File: config.mk
export PLATFORM = sky130hd
export DESIGN_NAME = hash_block_compare
export DESIGN_NICKNAME = d
export VERILOG_FILES = /design/src/rtl/hash_set_pkg.sv /design/src/rtl/hash_block_compare.sv
export SDC_FILE = /design/constraint.sdc
export NUM_CORES = 1
export LEC_CHECK = 0
export CORE_AREA = 2 2 447 449
export DETAILED_ROUTE_END_ITERATION = 12
export DIE_AREA = 0 0 449 451
export PLACE_DENSITY = 0.3
export SKIP_LAST_GASP = 1
export SLEW_MARGIN = 20
export SYNTH_ARGS = -nofsm -noshare
export SYNTH_HDL_FRONTEND = slang
export SYNTH_SLANG_ARGS = --single-unit
File: constraint.sdc
create_clock -name vclk -period 4.6
set_clock_uncertainty 0.2 [all_clocks]
set_input_delay 0.92 -clock vclk [all_inputs]
set_output_delay 0.92 -clock vclk [all_outputs]
set_load 0.01 [all_outputs]
File: src/rtl/hash_set_pkg.sv
// Shared encodings and width helpers for the hash membership checker.
package hash_set_pkg;

    typedef enum logic [1:0] {
        OP_INSERT = 2'b00,
        OP_CHECK  = 2'b01,
        OP_CLEAR  = 2'b10,
        OP_RSVD   = 2'b11
    } op_e;

    typedef enum logic [1:0] {
        IDLE = 2'd0,
        SCAN = 2'd1,
        DONE = 2'd2
    } state_e;

    // Index width, never zero so single-entry configurations still elaborate.
    function automatic int idx_width(input int n);
        return (n > 1) ? $clog2(n) : 1;
    endfunction

    function automatic int cnt_width(input int n);
        return $clog2(n + 1);
    endfunction

endpackage

File: src/rtl/hash_block_compare.sv
// Compares one block of LANES stored hashes against a key and returns the
// lowest valid matching lane.
module hash_block_compare
    import hash_set_pkg::*;
#(
    parameter int HASH_WIDTH = 128,
    parameter int LANES      = 8,
    localparam int LW        = idx_width(LANES)
) (
    input  logic [HASH_WIDTH-1:0]            key_i,
    input  logic [LANES-1:0][HASH_WIDTH-1:0] lane_hash_i,
    input  logic [LANES-1:0]                 lane_valid_i,
    output logic                             hit_o,
    output logic [LW-1:0]                    hit_lane_o
);

    logic [LANES-1:0] lane_hit;

    generate
        for (genvar gi = 0; gi < LANES; gi++) begin : g_lane
            assign lane_hit[gi] = lane_valid_i[gi] && (lane_hash_i[gi] == key_i);
        end
    endgenerate

    // Walk from the top lane down so the lowest hit wins.
    always_comb begin
        hit_o      = |lane_hit;
        hit_lane_o = '0;
        for (int l = LANES - 1; l >= 0; l--) begin
            if (lane_hit[l]) begin
                hit_lane_o = LW'(l);
            end
        end
    end

endmodule

After elaboration in Yosys (flattened, before gate mapping)
Index checks and enable logic that the tools add are counted.
{"block": "word_totals", "wordCells": 25, "regBits": 0}
{"block": "classes", "n_eq_ne": 8, "n_mux": 8, "n_reduce_logical": 9}
{"op": "== test 128 bit", "n": 8}
{"op": "two-way mux 3 bit", "n": 8}
{"op": "logical AND 1 bit", "n": 8}
{"op": "OR reduction 8 bit", "n": 1}

Depth between registers and ports, before layout
{"block": "depth", "ltp_word": 10, "depth_mapped": 9}

Least setup slack after synthesis
Ideal clock, no wire load.
{"block": "synth_path", "path_kind": "input-to-output", "start": "input port key_i[40]", "end": "output port hit_lane_o[2]", "arrival_ps": 3097, "t_required_ps": 3480, "path_stages": 8, "setup_slack_ps": 383, "path_cell_list": "buf_4 -> xor2_1 -> or4_1 -> or4_1 -> or4_1 -> and2_4 -> nor2b_4 -> nor2b_4"}
{"block": "synth_between", "elab_chain_cells": 10, "word_cells_on_any_way": 24}
{"item": "from (decl)", "line": "hash_block_compare.sv:10", "rtl": "input logic [HASH_WIDTH-1:0] key_i,"}
{"item": "== test 128 bit", "line": "hash_block_compare.sv:21", "rtl": "assign lane_hit[gi] = lane_valid_i[gi] && (lane_hash_i[gi] == key_i);"}
{"item": "logical AND 1 bit", "line": "hash_block_compare.sv:21"}
{"item": "two-way mux 3 bit (7 in a row)", "line": "hash_block_compare.sv:30", "rtl": "if (lane_hit[l]) begin"}
{"item": "two-way mux 3 bit *", "line": "hash_block_compare.sv:30"}
{"item": "to (decl)", "line": "hash_block_compare.sv:14", "rtl": "output logic [LW-1:0] hit_lane_o"}
Mark *: on every way between the ends. The rest lies on a longest branch, timed or not.

Final worst setup path
{"block": "layout_path", "start": "input port key_i[117]", "end": "output port hit_lane_o[2]"}
Same word-level chain as after synthesis.

==> metrics.md <==
| Metric | Value |
|---|---|
| Flip-flop and latch count | `0` |
| Tcrit/Tclk final | `1.09` |
| RSZ-0062 raised after global routing | `yes` |
| Dpl ws | `-2.22 ns` |
| Critical Path AT | `3.91 ns` |
| Starting Density | `0.0665` |
| Endpoints failing setup | `4` |
| Post-Synth Simple-Gate Area | `0.338` |
| Area of the multi-input gates | `13700 µm²` |
| Register area | `0 µm²` |
| Slew headroom | `0.564` |
| HPWL after DPL | `294000 µm` |
| Final Cell Area | `38500 µm²` |
| DP Area | `35600 µm²` |
| Post-synthesis cell area | `13200 µm²` |
| Post-synthesis mux area share | `0` |
| XOR/XNOR Fraction of Synth Area | `0.386` |
| PD cells | `113 nW/µm²` |
| Status | `finished, violations left` |
| CP Launch Type | `input pin` |
| Crit Path Category | `input pin to primary output` |
| Largest family of logic cells by synthesized area | `XOR/XNOR gates` |
| Synth Warn # | `0` |
| Largest net degree at the start of global routing | `10` |
| Via-per-instance ratio | `3.92` |
| Die width | `449 µm` |
| Hold Path Class | `input pin to primary output` |
| Io pins | `1164` |
| Drc violations | `0` |
| Worst Tran Pin Value | `0.648 ns` |
| Post-synthesis compound-gate area fraction | `0.200` |
| Wire length per cell | `49.0 µm` |
| Grt ovf | `0` |
| Setup_tns | `-1.63 ns` |
| Syn nets | `3037` |
| Core Region | `198000 µm²` |
| Clock period minus final worst setup slack | `5.03 ns` |
| Worst EP required | `3.48 ns` |
| Hold Buf Count CTS | `0` |
| I/O Buffers | `1164` |
| Max VDD drop | `0.0504 mV` |
| Crit path max fanout | `6` |
| Rows | `164` |
| Area contributors post-synth | `xnor2_1 27%, nand2b_1 15%, xor2_1 11%, o2111ai_1 7.0%, nand4_1 6.4%` |
| WL final | `318000 µm` |
| Clock buffers | `0` |
| HP Start | `key_i[23]` |
| Area delta synth->final | `192%` |
| Initial antenna violation count | `257` |
| Pleak | `15.3 nW` |
| Worst setup EP type | `primary output` |
| Netlist cell types | `55` |
| First-pass GRT wire length | `373000 µm` |
| Final #Nets | `4927` |
| Finished Core Util | `0.194` |
| Final Worst Setup Slack | `-0.426 ns` |
| Layout cells sized above 1 | `0.291` |
| Vias in the first global route | `25765` |
| Final ANT Viol Nets | `0` |
| Final Max Tran Viols | `0` |
| Die footprint | `202000 µm²` |
| Adder-cell area share of the yosys netlist | `0` |
| Cell depth of the worst min-delay path | `10` |
| Pre-antenna DRT Iters | `5` |
| Top cell type by total area after synthesis | `xnor2_1` |
| Average size of a mapped cell | `7.02 µm²` |
| Max Clock Freq | `0.199 GHz` |
| Max-cap viol count | `0` |
| Post-synth top area share | `0.274` |
| Worst hold path endpoint | `hit_lane_o[0]` |
| Register area share after synthesis | `0` |
| RD Place Congestion | `1.02` |
| Failing checks | `setup timing` |
| Hold Fails Final Rpt | `0` |
| Total Routing Usage GR | `0.300` |
| Cells after synthesis | `1877` |
| Die height | `451 µm` |
| Via count | `25469` |
| Total of fill cells in the finished design | `22490` |
| Starting DRT DRC Count | `2233` |
-- cells in the final DEF (no fill, tap or decap), drive strengths merged, types with 3 or more instances in the layout --
cell type      count
a2111o             6
a2111oi           24
a221o              5
a221oi            15
a222oi             4
a22o              23
a22oi             19
a2bb2oi            3
and2               3
and4               6
buf              868
clkbuf            36
clkdlybuf4s15      9
clkdlybuf4s50    966
clkinv             4
clkinvlp           7
diode             72
dlygate4sd2       26
dlymetal6s2s     105
inv              128
nand2             12
nand2b           326
nand3              7
nand4            134
nor2              11
nor2b             77
nor3              21
nor3b              4
nor4             102
o2111a             3
o2111ai          106
o21ai              3
o221ai             8
o22ai             60
o2bb2ai           30
or4                7
xnor2            412
xor2             168
-- Yosys cell counts, types with 12 or more instances --
| cell | n |
|---|---|
| clkbuf_1 | 113 |
| a221oi_1 | 15 |
| nor4_1 | 102 |
| a22o_1 | 23 |
| o2bb2ai_1 | 29 |
| a2111oi_0 | 24 |
| nor3_1 | 21 |
| o22ai_1 | 60 |
| xor2_1 | 168 |
| a22oi_1 | 19 |
| xnor2_1 | 412 |
| nand2b_1 | 326 |
| nand4_1 | 134 |
| inv_1 | 132 |
| nand2_1 | 12 |
| o2111ai_1 | 106 |
| nor2b_1 | 75 |
-- worst max-delay path by stage --
stage,cells after the start,startpoint,endpoint,slack [ns]
detailed placement,13,key_i[28],hit_lane_o[1],-2.22
CTS,13,key_i[45],hit_lane_o[2],-0.58
global placement,13,key_i[28],hit_lane_o[1],-2.22
floorplan,8,key_i[40],hit_lane_o[2],0.38
finish,12,key_i[117],hit_lane_o[2],-0.43
global route,12,lane_hash_i[735],hit_lane_o[2],-0.40
-- through the flow --
stage	cells	total power, mW	hold slack, ns
after detailed placement	6345	4.09	2.95
after CTS	6382	4.21	2.86
final	6493	4.36	2.86
after global placement	6345	4.11	2.95
after floorplan	1877	0.930	1.96
after global routing	6470	4.43	2.88
-- repair_timing --
action                                  in CTS  in global routing
resized for setup                          318                406
cloned                                       0                  0
pin swaps                                   48                109
endpoints found under the setup margin       4                  4
setup buffers                               44                 47
hold endpoints to repair                     0                  0
-- cell type report --
| cell class | count | share of cell area |
|---|---|---|
| inverters | 139 | 0.0148 |
| multi-input cells | 1616 | 0.357 |
| diodes | 72 | 0.00468 |
| well taps | 2656 | 0.0863 |
| repair buffers | 2010 | 0.537 |
-- where the power goes --
group	leakage [nW]	switching, mW	total [mW]	internal [mW]
Combinational	15.3	2.23	4.36	2.13
Clock	0.000456	0	0.00000200	0.00000200
Sequential	0	0	0	0
Total	15.3	2.23	4.36	2.13
-- cell families after synthesis --
logic type	count (synthesis)
buf+inv	261
xor+xnor	580
simple gates	718
compound gates	318
-- layer usage --
metal  vias up  GRT usage  share of wire
met1     12567      0.344           0.39
met5         -          0         0.0022
met2      1567      0.536           0.49
met4       106      0.141          0.060
li1      10618          -              -
met3       611     0.0552          0.057
-- worst max-delay path, cell delays in order --
cell	delay (ns)
clkdlybuf4s50_1	0.44
buf_12	0.17
nor2b_1	0.14
a2111oi_2	0.45
buf_4	0.20
and4_1	0.22
nand4_1	0.21
or4_4	0.55
and2_4	0.18
nor2b_4	0.14
nor2b_4	0.14
buf_12	0.11
Power figures use the tool's default switching activity.
